## config.mk

```make
export PLATFORM = sky130hd
export DESIGN_NAME = ysyx_22041207_fetch_unit_flat
export DESIGN_NICKNAME = d
export VERILOG_FILES = /design/src/rtl/ysyx_22041207_fetch_pkg.sv /design/src/rtl/ysyx_22041207_fetch_unit_if.sv /design/src/rtl/ysyx_22041207_fetch_fifo.sv /design/src/rtl/ysyx_22041207_fetch_unit.sv /design/src/flat_wrapper.sv
export SDC_FILE = /design/constraint.sdc
export NUM_CORES = 1
export LEC_CHECK = 0
export CAP_MARGIN = 20
export CELL_PAD_IN_SITES_DETAIL_PLACEMENT = 1
export CELL_PAD_IN_SITES_GLOBAL_PLACEMENT = 1
export CORE_MARGIN = 10
export CORE_UTILIZATION = 40
export CTS_BUF_LIST = sky130_fd_sc_hd__clkbuf_4 sky130_fd_sc_hd__clkbuf_8 sky130_fd_sc_hd__clkbuf_16
export CTS_CLUSTER_SIZE = 12
export DETAILED_ROUTE_END_ITERATION = 10
export PLACE_DENSITY_LB_ADDON = 0.1
export SYNTH_ARGS = -nofsm -noshare
export SYNTH_HDL_FRONTEND = slang
export SYNTH_SLANG_ARGS = --single-unit
```

## constraint.sdc

```tcl
create_clock -name clk -period 15 [get_ports clk]
set_clock_uncertainty 0.05 [all_clocks]
set_input_delay 3 -clock clk [delete_from_list [all_inputs] [get_ports clk]]
set_output_delay 3 -clock clk [all_outputs]
set_load 0.02 [all_outputs]
```

## src/rtl/ysyx_22041207_fetch_pkg.sv

```systemverilog
// Shared constants and types for the instruction-fetch front end.
package ysyx_22041207_fetch_pkg;

  localparam int INST_W       = 32;
  localparam int ILEN_BYTES   = 4;
  localparam int DEFAULT_XLEN = 64;

  localparam logic [DEFAULT_XLEN-1:0] DEFAULT_RESET_PC = 64'h8000_0000;

  typedef struct packed {
    logic [DEFAULT_XLEN-1:0] pc;
    logic [INST_W-1:0]       inst;
  } fetch_entry_t;

endpackage

```

## src/rtl/ysyx_22041207_fetch_unit_if.sv

```systemverilog
// Bus bundle between the fetch unit (master) and its environment: imem, EX redirect and decode.
interface ysyx_22041207_fetch_unit_if #(
  parameter int XLEN = 64
);
  import ysyx_22041207_fetch_pkg::*;

  logic              imem_req_valid;
  logic              imem_req_ready;
  logic [XLEN-1:0]   imem_req_addr;
  logic              imem_resp_valid;
  logic [INST_W-1:0] imem_resp_data;
  logic              redirect_valid;
  logic [XLEN-1:0]   redirect_pc;
  logic              inst_valid;
  logic              inst_ready;
  logic [INST_W-1:0] inst_o;
  logic [XLEN-1:0]   pc_o;

  modport master (
    output imem_req_valid, imem_req_addr, inst_valid, inst_o, pc_o,
    input  imem_req_ready, imem_resp_valid, imem_resp_data,
           redirect_valid, redirect_pc, inst_ready
  );

  modport slave (
    input  imem_req_valid, imem_req_addr, inst_valid, inst_o, pc_o,
    output imem_req_ready, imem_resp_valid, imem_resp_data,
           redirect_valid, redirect_pc, inst_ready
  );

endinterface

```

## src/rtl/ysyx_22041207_fetch_fifo.sv

```systemverilog
// Small synchronous FIFO with flush; read data is zero whenever the FIFO is empty.
module ysyx_22041207_fetch_fifo #(
  parameter  int WIDTH = 8,
  parameter  int DEPTH = 4,
  localparam int CNT_W = $clog2(DEPTH + 1)
) (
  input  logic             clk,
  input  logic             rst,
  input  logic             push,
  input  logic             pop,
  input  logic             flush,
  input  logic [WIDTH-1:0] wdata,
  output logic [WIDTH-1:0] rdata,
  output logic [CNT_W-1:0] count,
  output logic             full,
  output logic             empty
);
  localparam int PTR_W = (DEPTH > 1) ? $clog2(DEPTH) : 1;

  logic [WIDTH-1:0] mem [DEPTH];
  logic [PTR_W-1:0] wr_ptr, rd_ptr;
  logic             do_push, do_pop;

  function automatic logic [PTR_W-1:0] bump(input logic [PTR_W-1:0] p);
    return (p == PTR_W'(DEPTH - 1)) ? '0 : p + 1'b1;
  endfunction

  assign empty   = (count == '0);
  assign full    = (count == CNT_W'(DEPTH));
  assign do_pop  = pop && !empty;
  // A full FIFO still takes a push when the head leaves in the same cycle.
  assign do_push = push && (!full || do_pop) && !flush;
  assign rdata   = empty ? '0 : mem[rd_ptr];

  always_ff @(posedge clk or posedge rst) begin
    if (rst) begin
      wr_ptr <= '0;
      rd_ptr <= '0;
      count  <= '0;
    end else if (flush) begin
      wr_ptr <= '0;
      rd_ptr <= '0;
      count  <= '0;
    end else begin
      if (do_push) wr_ptr <= bump(wr_ptr);
      if (do_pop)  rd_ptr <= bump(rd_ptr);
      count <= count + CNT_W'(do_push) - CNT_W'(do_pop);
    end
  end

  always_ff @(posedge clk) begin
    if (do_push) mem[wr_ptr] <= wdata;
  end

endmodule

```

## src/rtl/ysyx_22041207_fetch_unit.sv

```systemverilog
// Instruction-fetch front end: owns the PC, issues credit-limited imem requests and
// buffers {pc, inst} pairs for decode; a redirect flushes and drops stale responses.
module ysyx_22041207_fetch_unit
  import ysyx_22041207_fetch_pkg::*;
#(
  parameter int              XLEN            = 64,
  parameter logic [XLEN-1:0] RESET_PC        = XLEN'(DEFAULT_RESET_PC),
  parameter int              FIFO_DEPTH      = 4,
  parameter int              MAX_OUTSTANDING = 2
) (
  input logic clk,
  input logic rst,
  ysyx_22041207_fetch_unit_if.master bus
);
  localparam int OUT_W   = $clog2(MAX_OUTSTANDING + 1);
  localparam int CNT_W   = $clog2(FIFO_DEPTH + 1);
  localparam int ENTRY_W = XLEN + INST_W;

  logic [XLEN-1:0]    pc_q;
  logic [OUT_W-1:0]   outstanding_q;
  logic [OUT_W-1:0]   drop_q;
  logic               req_valid, accept, resp_ok, keep_resp, push_out;
  logic [CNT_W-1:0]   fifo_count;
  logic               fifo_full, fifo_empty;
  logic [ENTRY_W-1:0] head;
  logic [XLEN-1:0]    tag_pc;
  logic [OUT_W-1:0]   tag_count;
  logic               tag_full, tag_empty;

  // Requests still in flight hold a FIFO slot, so the buffer can never overflow.
  assign req_valid = !rst && !bus.redirect_valid
                     && (int'(outstanding_q) < MAX_OUTSTANDING)
                     && (int'(outstanding_q) + int'(fifo_count) < FIFO_DEPTH);
  assign accept    = req_valid && bus.imem_req_ready;
  assign resp_ok   = bus.imem_resp_valid && (outstanding_q != '0);
  assign keep_resp = resp_ok && (drop_q == '0);
  assign push_out  = keep_resp && !bus.redirect_valid;

  assign bus.imem_req_valid = req_valid;
  assign bus.imem_req_addr  = pc_q;
  assign bus.inst_valid     = !fifo_empty;
  assign bus.pc_o           = head[ENTRY_W-1:INST_W];
  assign bus.inst_o         = head[INST_W-1:0];

  ysyx_22041207_fetch_fifo #(.WIDTH(XLEN), .DEPTH(MAX_OUTSTANDING)) u_tag_q (
    .clk(clk), .rst(rst),
    .push(accept), .pop(keep_resp), .flush(bus.redirect_valid),
    .wdata(pc_q), .rdata(tag_pc),
    .count(tag_count), .full(tag_full), .empty(tag_empty)
  );

  ysyx_22041207_fetch_fifo #(.WIDTH(ENTRY_W), .DEPTH(FIFO_DEPTH)) u_out_q (
    .clk(clk), .rst(rst),
    .push(push_out), .pop(bus.inst_ready), .flush(bus.redirect_valid),
    .wdata({tag_pc, bus.imem_resp_data}), .rdata(head),
    .count(fifo_count), .full(fifo_full), .empty(fifo_empty)
  );

  // On redirect every request still unanswered after this cycle belongs to the old path.
  always_ff @(posedge clk or posedge rst) begin
    if (rst) begin
      pc_q          <= RESET_PC;
      outstanding_q <= '0;
      drop_q        <= '0;
    end else begin
      outstanding_q <= outstanding_q + OUT_W'(accept) - OUT_W'(resp_ok);
      if (bus.redirect_valid) begin
        pc_q   <= bus.redirect_pc & ~XLEN'(ILEN_BYTES - 1);
        drop_q <= outstanding_q - OUT_W'(resp_ok);
      end else begin
        if (accept) pc_q <= pc_q + XLEN'(ILEN_BYTES);
        if (resp_ok && drop_q != '0) drop_q <= drop_q - 1'b1;
      end
    end
  end

  a_resp_needs_request: assert property (@(posedge clk) disable iff (rst)
    !(bus.imem_resp_valid && outstanding_q == '0));
  a_tag_tracks_kept: assert property (@(posedge clk) disable iff (rst)
    !(keep_resp && tag_empty) && !(accept && tag_full)
    && (int'(tag_count) <= int'(outstanding_q)));
  a_no_overflow: assert property (@(posedge clk) disable iff (rst)
    !(push_out && fifo_full && !bus.inst_ready));

endmodule

```

## src/flat_wrapper.sv

```systemverilog
// flat-port wrapper written by rule: the top's interface ports become plain ports
module ysyx_22041207_fetch_unit_flat import ysyx_22041207_fetch_pkg::*;
#(
  parameter int              XLEN            = 64,
  parameter logic [XLEN-1:0] RESET_PC        = XLEN'(DEFAULT_RESET_PC),
  parameter int              FIFO_DEPTH      = 4,
  parameter int              MAX_OUTSTANDING = 2
)
  (clk, rst, bus_imem_req_valid, bus_imem_req_addr, bus_inst_valid, bus_inst_o, bus_pc_o, bus_imem_req_ready, bus_imem_resp_valid, bus_imem_resp_data, bus_redirect_valid, bus_redirect_pc, bus_inst_ready);
  ysyx_22041207_fetch_unit_if #(.XLEN(XLEN)) bus_i ();
  input logic clk;
  input logic rst;
  output wire logic [$bits(bus_i.imem_req_valid)-1:0] bus_imem_req_valid;
  output wire logic [$bits(bus_i.imem_req_addr)-1:0] bus_imem_req_addr;
  output wire logic [$bits(bus_i.inst_valid)-1:0] bus_inst_valid;
  output wire logic [$bits(bus_i.inst_o)-1:0] bus_inst_o;
  output wire logic [$bits(bus_i.pc_o)-1:0] bus_pc_o;
  input wire logic [$bits(bus_i.imem_req_ready)-1:0] bus_imem_req_ready;
  input wire logic [$bits(bus_i.imem_resp_valid)-1:0] bus_imem_resp_valid;
  input wire logic [$bits(bus_i.imem_resp_data)-1:0] bus_imem_resp_data;
  input wire logic [$bits(bus_i.redirect_valid)-1:0] bus_redirect_valid;
  input wire logic [$bits(bus_i.redirect_pc)-1:0] bus_redirect_pc;
  input wire logic [$bits(bus_i.inst_ready)-1:0] bus_inst_ready;
  assign bus_imem_req_valid = bus_i.imem_req_valid;
  assign bus_imem_req_addr = bus_i.imem_req_addr;
  assign bus_inst_valid = bus_i.inst_valid;
  assign bus_inst_o = bus_i.inst_o;
  assign bus_pc_o = bus_i.pc_o;
  assign bus_i.imem_req_ready = bus_imem_req_ready;
  assign bus_i.imem_resp_valid = bus_imem_resp_valid;
  assign bus_i.imem_resp_data = bus_imem_resp_data;
  assign bus_i.redirect_valid = bus_redirect_valid;
  assign bus_i.redirect_pc = bus_redirect_pc;
  assign bus_i.inst_ready = bus_inst_ready;
  ysyx_22041207_fetch_unit #(.XLEN(XLEN), .RESET_PC(RESET_PC), .FIFO_DEPTH(FIFO_DEPTH), .MAX_OUTSTANDING(MAX_OUTSTANDING)) u_core (.clk(clk), .rst(rst), .bus(bus_i));
endmodule
```

# Word level (Yosys, flattened, before mapping)
# Memory sizes are Yosys's and may differ from the RTL's.
# Cells that the tools add are included.
[classes] n_addsub=14 magnitude_cmp=2 eq_ne=4 n_mux=24 n_reduce_logical=33
[op_table] op="$mux 64" count=3
[op_table] op="$mux 96" count=1
[op_table] op="$add 64x3->64 const B" count=1
[op_table] op="$lt 32x4->1 const B" count=1
[op_table] op="$mux 2" count=9
[op_table] op="$reduce_bool 2->1" count=8
[op_table] op="$logic_and 1x1->1" count=14
[op_table] op="$mux 1" count=10
[op_table] op="$eq 2x2->1 const B" count=3
[op_table] op="$logic_not 1->1" count=6
[op_table] op="$sub 2x1->2" count=3
[op_table] op="$add 2x1->2" count=2
[op_table] op="$add 2x1->2 const B" count=2
[op_table] op="$add 2x3->4" count=1
[op_table] op="$logic_not 2->1" count=2
[op_table] op="$add 3x1->3" count=1
[op_table] op="$eq 3x3->1 const B" count=1
[op_table] op="$logic_not 3->1" count=1
[op_table] op="$mux 3" count=1
[op_table] op="$sub 3x1->3" count=1
[op_table] op="$add 1x1->1 const B" count=2
[op_table] op="$logic_or 1x1->1" count=2
[op_table] op="$lt 2x2->1 const B" count=1
[op_table] op="$sub 2x1->2 const B" count=1
[totals] register_bits=79 mem_bits_rw=512 out_inout_bits=162 word_cells=88 memories=2
[memory_table] memory="u_core.u_out_q.mem" words=4 word_bits=96 read_ports=1 rd_ports_with_merged_regs=0 wr=1 line_no="ysyx_22041207_fetch_fifo.sv:20" text="logic [WIDTH-1:0] mem [DEPTH];"
[memory_table] memory="u_core.u_tag_q.mem" words=2 word_bits=64 read_ports=1 rd_ports_with_merged_regs=0 wr=1 line_no="ysyx_22041207_fetch_fifo.sv:20"

# Logic depth before layout (Yosys ltp)
[depth] ltp_word=10 mapped_depth=14

# Hierarchy
# From an unflattened synthesis, not the netlist that was laid out.
[unflattened] cells_unflattened=1438 area_unflattened_um2=24126.9
[by_module_without_submodules] module="ysyx_22041207_fetch_fifo at u_core.u_out_q" n_inst=1 cells_per_inst=658 area_each_um2=14941.8 seq_area_each_um2=11706.2
[by_module_without_submodules] module="ysyx_22041207_fetch_fifo at u_core.u_tag_q" n_inst=1 cells_per_inst=295 area_each_um2=5042.3 seq_area_each_um2=3943.8
[by_module_without_submodules] module="ysyx_22041207_fetch_unit" n_inst=1 cells_per_inst=485 area_each_um2=4142.7 seq_area_each_um2=1652.8

# Worst setup path before layout
# No wires, ideal clock.
[synth_path] path_type="input to register" from="input rst" to="memory u_core.u_tag_q.mem[1][10] (netlist bit) (enable)" t_arrival_ns=7.158 required_time_ns=14.468 path_slack_ns=7.310 path_stages=8 path_buffers=3 path_cell_list="or4_4 or4b_1 buf_2 clkinv_4 buf_6 buf_2 nand2_1 nor2_1"
[synth_via] elab_chain_cells=9
[synth_rtl] item="start: declaration" line_no="flat_wrapper.sv:12" text="input logic rst;"
[synth_rtl] item="$logic_not 1->1 (no line)"
[synth_rtl] item="$logic_and 1x1->1" line_no="ysyx_22041207_fetch_unit.sv:31" text="assign req_valid = !rst && !bus.redirect_valid"
[synth_rtl] item="$logic_and 1x1->1" line_no="ysyx_22041207_fetch_unit.sv:32" text="&& (int'(outstanding_q) < MAX_OUTSTANDING)"
[synth_rtl] item="$logic_and 1x1->1" line_no="ysyx_22041207_fetch_unit.sv:33" text="&& (int'(outstanding_q) + int'(fifo_count) < FIFO_DEPTH);"
[synth_rtl] item="$logic_and 1x1->1" line_no="ysyx_22041207_fetch_unit.sv:34" text="assign accept = req_valid && bus.imem_req_ready;"
[synth_rtl] item="$logic_and 1x1->1 (2 in series)" line_no="ysyx_22041207_fetch_fifo.sv:32" text="assign do_push = push && (!full || do_pop) && !flush;"
[synth_rtl] item="$mux 1" line_no="ysyx_22041207_fetch_fifo.sv:52" text="if (do_push) mem[wr_ptr] <= wdata;"
[synth_rtl] item="$mux 1 (not written as such)" line_no="ysyx_22041207_fetch_fifo.sv:52"
[synth_rtl] item="end: declaration" line_no="ysyx_22041207_fetch_fifo.sv:20"
# Every way passes these cells.

# Worst setup path in the final report
[layout_path] from="input rst" to="output bus_imem_req_valid"
[layout_via] elab_chain_cells=4
[layout_rtl] item="$logic_not 1->1 (no line)"
[layout_rtl] item="$logic_and 1x1->1" line_no="ysyx_22041207_fetch_unit.sv:31"
[layout_rtl] item="$logic_and 1x1->1" line_no="ysyx_22041207_fetch_unit.sv:32"
[layout_rtl] item="$logic_and 1x1->1" line_no="ysyx_22041207_fetch_unit.sv:33"
[layout_rtl] item="end: declaration" line_no="flat_wrapper.sv:13" text="output wire logic [$bits(bus_i.imem_req_valid)-1:0] bus_imem_req_valid;"
# Every way passes these cells.

==> results.md <==
* Status: finished clean
* Crit path required time at 11.95 ns
* Worst setup path end: bus_imem_req_valid
* Critical path startpoint: rst
* Worst-path fanout max at 2
* Hold Path Class: flop to flop
* Final wirelength at 64.1 mm
* First-pass GRT wire length at 97.1 mm
* FF+latch area at 17100 µm²
* Final setup viols at 0
* Placed cell areas at 27400 µm²
* Final Instance Area at 29400 µm²
* DPL Wire Length at 40.5 mm
* CTS Sinks at 581
* Top FF cell, synth: edfxtp_1
* Final period util at 0.534
* Vias at 13800
* CP Buf/Inv Count at 2
* Total GRT Usage at 0.182
* Layout Nets at 1831
* Wire length per cell at 25.2 µm
* Layout cell share with drive strength beyond 1 at 0.143
* Setup bufs post-CTS at 0
* Fin. Hold Viols at 0
* H-Tree Depth at 2
* Crit path max-delay family: buffers and inverters
* Critical-path cell list: clkdlybuf4s50_1, or4_4, nor3_1, clkdlybuf4s50_1
* Syn_area_per_cell at 16.5 µm²
* Post-Syn Area at 23900 µm²
* Reg2reg end: u_core.u_tag_q.mem[1][31]
* Starting density of the core at 0.404
* Maximum vdd drop at 104 µV
* Pwr Total at 4.73 mW
* Area grow syn2layout at 23.2%
* Worst R2R Start: u_core.u_out_q.count[1]
* Pins over their slew limit at 0
* Worst path depth at 4
* Area occupied by multi-input gates at 6450 µm²
* Post-layout min period at 8.01 ns
* Maxcap violations at 0
* Reg2Reg Setup Slack at 10.71 ns
* Clk pin slew, worst setup/hold paths at 0.06 ns
* Core ar. at 59100 µm²
* Headroom to the max-slew limit at 0.341
* Achievable Freq at 125 MHz
* Initial antenna violation count at 4
* EDFF count, synth at 504
* Via density at 5.43
* Die width at 264 µm
* TritonCTS clock tree: yes
* Setup Crit Path Kind: input pin to primary output
* Die height at 264 µm
* Arr. time, crit path at 4.96 ns
* Rows at 89
* Layout fillers at 5583
* Remaining DRCs at 0
* Worst-Margin Slew at 0.988 ns
* Yosys reg bits at 581
* Max Root-Sink Buffers at 3
* # IOs at 264
* RSZ-0062 raised after global routing: false
* Yosys warns at 0
* Crit path largest cell delay at 0.73 ns
* Crit path capture type: primary output
* Vias in the first global route at 14800
* Total CTS buffers at 60
* Synthesized instance count at 1447
* PortBufs at 259
* Post-synthesis cell type count at 61
* CP dominant cell by count: clkdlybuf4s50_1
* Pin count of the biggest net entering global routing at 98
* Die area at 69900 µm²
* Worst reg-to-reg path cell count at 7
* Sequential element share of the synthesized area at 0.714
* Grt total ovfl at 0
* Worst setup SP type: input pin
* # resized after CTS at 0
* Slowest CP cell: clkdlybuf4s50_1
* Cell depth of the worst hold path at 1
* Iter 0 DRT Violations at 1104
* Post-DRT Antenna Nets at 0
* Hold_buf cts at 0
* Final Wtd Congestion at 0.779
* Setup TNS at 0 ns
* Clock Latency Late Sink at 0.62 ns
* Root Buffer: clkbuf_16
* Leakage Power at 9.79 nW
* Cell Pwr Density at 161 nW/µm²
* Drt first pass iters at 6
* Ys async rst share at 0.133
cell usage in the layout, fill, tap and decap left out, types with 6 or more instances in the layout:
cell type and count:
a31oi_1 14, and2_1 109, and3_1 10, buf_4 20
clkbuf_16 62, clkbuf_4 27, clkbuf_8 10, clkdlybuf4s50_1 258
conb_1 6, dfrtp_1 73, edfxtp_1 504, ha_1 13
inv_1 21, mux2i_1 69, mux4_2 95, nand2_1 93
nand3_1 28, nand4_1 31, nor2_1 100, nor3_1 15
nor4_1 7, o211ai_1 19, o21ai_0 28, o311ai_0 20
o311ai_1 10, or4_1 6, xnor2_1 10, xor2_1 11
area by class of cell:
type,count,area share
timing repair buffer,281,0.0949
antenna,1,0.0000850
multi-input combinational,768,0.219
clock buffer,99,0.0643
sequential,581,0.580
tap,773,0.0329
clock inverter,14,0.00519
inverter,23,0.00315
routing by layer:
layer  GRT usage  share of wire  up-vias
met1       0.235           0.43     7215
met4      0.0471          0.021        6
met2       0.306           0.50      302
met5           0        0.00053        -
li1            -              -     6185
met3      0.0416          0.055       87
state kept, by name, summed over array words and instances (netlist names), 2 cells and up:
name                      flops
u_core.u_out_q.wr_ptr         2
u_core.drop_q                 2
u_core.u_tag_q.count          2
u_core.bus.imem_req_addr     62
u_core.u_out_q.mem          380
u_core.u_out_q.count          3
u_core.u_tag_q.mem          124
u_core.u_out_q.rd_ptr         2
u_core.outstanding_q          2
synthesized netlist by cell type, types with 6 or more instances:
library cell,count,area [µm²]
edfxtp_1,504,15100
and2_1,113,707
nor2_1,103,387
mux4_2,95,2140
nand2_1,93,349
dfrtp_1,76,1900
mux2i_1,69,691
clkbuf_1,55,206
nand4_1,31,194
nand3_1,28,140
o21ai_0,28,140
inv_1,22,82.6
o311ai_0,20,175
o211ai_1,19,143
nor3_1,15,75.1
a31oi_1,14,87.6
ha_1,13,163
xor2_1,11,96.3
and3_1,10,62.6
buf_1,10,37.5
o311ai_1,10,87.6
xnor2_1,10,87.6
buf_2,7,35.0
nor4_1,7,43.8
or3_1,6,37.5
or4_1,6,45.0
logic make-up (layout without fill, tap and decap cells):
kind of cell	after synthesis	count (layout)	synth area share
DFF	581	581	0.714
and+or+nand+nor	444	444	0.0974
muxes	164	164	0.118
AOI/OAI and AO/OA	119	119	0.0360
buffers and inverters	103	417	0.0185
xor gates and xnor gates	21	21	0.00770
adders and majority gates	14	14	0.00765
other	1	7	0.000157
worst register-to-register path: cells and delay by family (launching register included):
kind	cells	cell delay, ns
simple gates	4	2.12
fa+ha+maj	1	0.24
buf+inv	2	1.02
flops	1	0.46
per-stage QoR:
step           hold WS (ns)  instances  utilization  setup slack (ns)
2_1_floorplan         0.396       1452            -              7.31
3_3_place_gp          0.469       2424        0.462              7.04
3_5_place_dp          0.477       2425        0.463              7.00
4_1_cts               0.492       2538        0.497              6.99
5_1_grt               0.536       2540        0.498              6.92
6_report              0.493       2540        0.498              6.99
report_power, final:
group,total [mW],internal (mW),leakage [nW],switching [mW]
combinational,1.24,0.586,3.10,0.650
sequential,1.97,1.87,5.65,0.106
clock,1.51,0.909,1.03,0.606
worst min path at each step:
stage | endpoint | startpoint
floorplan | u_core.u_tag_q.wr_ptr | u_core.u_tag_q.wr_ptr
global placement | u_core.u_tag_q.wr_ptr | u_core.u_tag_q.wr_ptr
detailed placement | u_core.u_tag_q.wr_ptr | u_core.u_tag_q.wr_ptr
CTS | u_core.u_tag_q.wr_ptr | u_core.u_tag_q.wr_ptr
global route | u_core.u_tag_q.mem[1][63] | u_core.bus.imem_req_addr[63]
finish | u_core.u_tag_q.wr_ptr | u_core.u_tag_q.wr_ptr
Note: power is estimated with default switching activity, not from simulation.
==> RTL edit: new RTL, config.mk and constraints unchanged <==
`MAX_OUTSTANDING` is set to 2 in 2 places; all go to 1.
--- a/src/rtl/ysyx_22041207_fetch_unit.sv
+++ b/src/rtl/ysyx_22041207_fetch_unit.sv
@@ -6,7 +6,7 @@
   parameter int              XLEN            = 64,
   parameter logic [XLEN-1:0] RESET_PC        = XLEN'(DEFAULT_RESET_PC),
   parameter int              FIFO_DEPTH      = 4,
-  parameter int              MAX_OUTSTANDING = 2
+  parameter int              MAX_OUTSTANDING = 1
 ) (
   input logic clk,
   input logic rst,
--- a/src/flat_wrapper.sv
+++ b/src/flat_wrapper.sv
@@ -4,7 +4,7 @@
   parameter int              XLEN            = 64,
   parameter logic [XLEN-1:0] RESET_PC        = XLEN'(DEFAULT_RESET_PC),
   parameter int              FIFO_DEPTH      = 4,
-  parameter int              MAX_OUTSTANDING = 2
+  parameter int              MAX_OUTSTANDING = 1
 )
   (clk, rst, bus_imem_req_valid, bus_imem_req_addr, bus_inst_valid, bus_inst_o, bus_pc_o, bus_imem_req_ready, bus_imem_resp_valid, bus_imem_resp_data, bus_redirect_valid, bus_redirect_pc, bus_inst_ready);
   ysyx_22041207_fetch_unit_if #(.XLEN(XLEN)) bus_i ();
Function: changed (Yosys sat finds a counterexample within 4 cycles, from zero or initial values and one cycle with rst high).
==> RTL edit against the unedited design <==
Setup slack gained 0.038 ns. Cell area decreased by 11%. Sequential cell count fell by 71. Via count down 9.7%. Area after synthesis shrank 12%. Wire length is 8.4% lower. Total power is 12% lower. Synthesized cell count down 13%. Critical path type unchanged. Critical endpoint unchanged.
==> RTL edit: results (changes against the unedited design) <==
gp weighted congestion 0.767 (was 0.779); fraction of registers with async set/reset 0.141 (was 0.133); Post-synth EDFFs 438 (was 504); hold slack 0.508 ns (was 0.493 ns); ratio of cells with drive above 1 in the final layout 0.149 (was 0.143); RR Startpoint u_core.outstanding_q (was u_core.u_out_q.count[1]); DPL Wire Length 36,500 microns (was 40,500 microns); R2R cell count 4 (was 7); DRT iter0 DRCs 718 (was 1,104); most frequent cells after synthesis edfxtp_1, and2_1, mux4_2, nand2_1, dfrtp_1 (was edfxtp_1, and2_1, nor2_1, mux4_2, nand2_1); Reg area 15,000 sq um (was 17,100 sq um); M2 GR Usage 0.314 (was 0.306); critical path fanouts, max 54 (was 2); Net Sw Frac 0.298 (was 0.288); outcome completed (unchanged); max reg flops 376 (was 380); Total GRT Usage 0.187 (was 0.182); RR Endpoint u_core.u_out_q.mem[1][48] (was u_core.u_tag_q.mem[1][31]); Hold EP u_core.drop_q (was u_core.u_tag_q.wr_ptr); initial antenna violation count 5 (was 4); top post-synthesis cells by area edfxtp_1, mux4_2, dfrtp_1, and2_1, nand2_1 (was edfxtp_1, mux4_2, dfrtp_1, and2_1, mux2i_1); placed cell count 2,159 (was 2,425); number of buffers added on ports 257 (was 259); Slowest-stage cell, CP or4_4 (was clkdlybuf4s50_1); GR Util met1 0.240 (was 0.235); vias in the first global route 13,664 (was 14,823); Final Routed Wirelength 58,700 microns (was 64,100 microns); synthesized instance count 1,266 (was 1,447); Crit path arrival time 4.92 ns (was 4.96 ns); dpl cell area 24,400 sq um (was 27,400 sq um); 1st-pass router iterations 4 (was 6); first-pass GRT wire length 89,000 microns (was 97,100 microns); static leakage 8.83 nW (was 9.79 nW); synth unique cells 59 (was 61); Largest stage delay, worst path 0.68 ns (was 0.73 ns); Final Net Count 1,640 (was 1,831); worst-margin pin slew 1.04 ns (was 0.988 ns); Peak VDD IR 0.113 mV (was 0.104 mV); vias per std cell 5.50 (was 5.43)
==> RTL edit: changes by cell type in the layout (fill, tap and decap cells not counted), moves of 10 or more <==
cell / before / now
nor2_1: 100 / 26
edfxtp_1: 504 / 438
mux2i_1: 69 / 11
and2_1: 109 / 158
nand3_1: 28 / 57
nand2_1: 93 / 79
xor2_1: 11 / 0
o311ai_1: 10 / 0
==> RTL edit: logic make-up (layout without fill, tap and decap cells) <==
family | count (synthesis) | in the layout | synth area share
flip-flops | 510 | 510 | 0.710
AND/OR/NAND/NOR | 431 | 431 | 0.118
AO/OA/AOI/OAI | 116 | 116 | 0.0406
multiplexers | 106 | 106 | 0.106
buffers and inverters | 91 | 396 | 0.0182
adder cells (fa/ha/maj) | 10 | 10 | 0.00630
other | 1 | 6 | 0.000178
XOR/XNOR | 1 | 1 | 0.000416
==> RTL edit: power by group through the flow <==
stage          sequential, mW  combinational [mW]  clock, mW
2_1_floorplan            1.68               0.607          0
3_3_place_gp             1.70                1.15          0
3_5_place_dp             1.70                1.15          0
4_1_cts                  1.67                1.16       1.38
5_1_grt                  1.68                1.21       1.43
6_report                 1.67                1.12       1.34
==> RTL edit: final cells by class <==
cell class	instances	area share
clock buffer	78	0.0608
clock inverter	25	0.00799
multi-input combinational	668	0.220
inverter	18	0.00263
antenna	2	0.000191
sequential	510	0.572
tap	688	0.0329
timing repair buffer	275	0.103
==> RTL edit: layer usage <==
layer,share of wire,vias up
li1,-,5524
met1,0.43,6545
met2,0.49,302
met3,0.056,80
met4,0.020,10
met5,0.0012,-
==> RTL edit: critical path: cells and delay by family <==
kind | cells | cell delay (ns)
simple gates | 1 | 0.68
buf+inv | 4 | 1.21
==> RTL edit: through the flow <==
step           power, mW  worst slack (ns)
6_report            4.14              7.03
5_1_grt             4.32              6.96
4_1_cts             4.21              7.01
3_5_place_dp        2.85              7.02
3_3_place_gp        2.85              7.02
2_1_floorplan       2.29              7.51
==> RTL edit: worst max path at each step <==
stage | slack [ns] | start | endpoint | cells after the start
5_1_grt | 6.96 | bus_redirect_valid | bus_imem_req_valid | 5
3_3_place_gp | 7.02 | bus_redirect_valid | bus_imem_req_valid | 5
2_1_floorplan | 7.51 | bus_redirect_valid | u_core.u_tag_q.mem[0][10] | 7
3_5_place_dp | 7.02 | bus_redirect_valid | bus_imem_req_valid | 5
6_report | 7.03 | bus_redirect_valid | bus_imem_req_valid | 5
4_1_cts | 7.01 | bus_redirect_valid | bus_imem_req_valid | 5
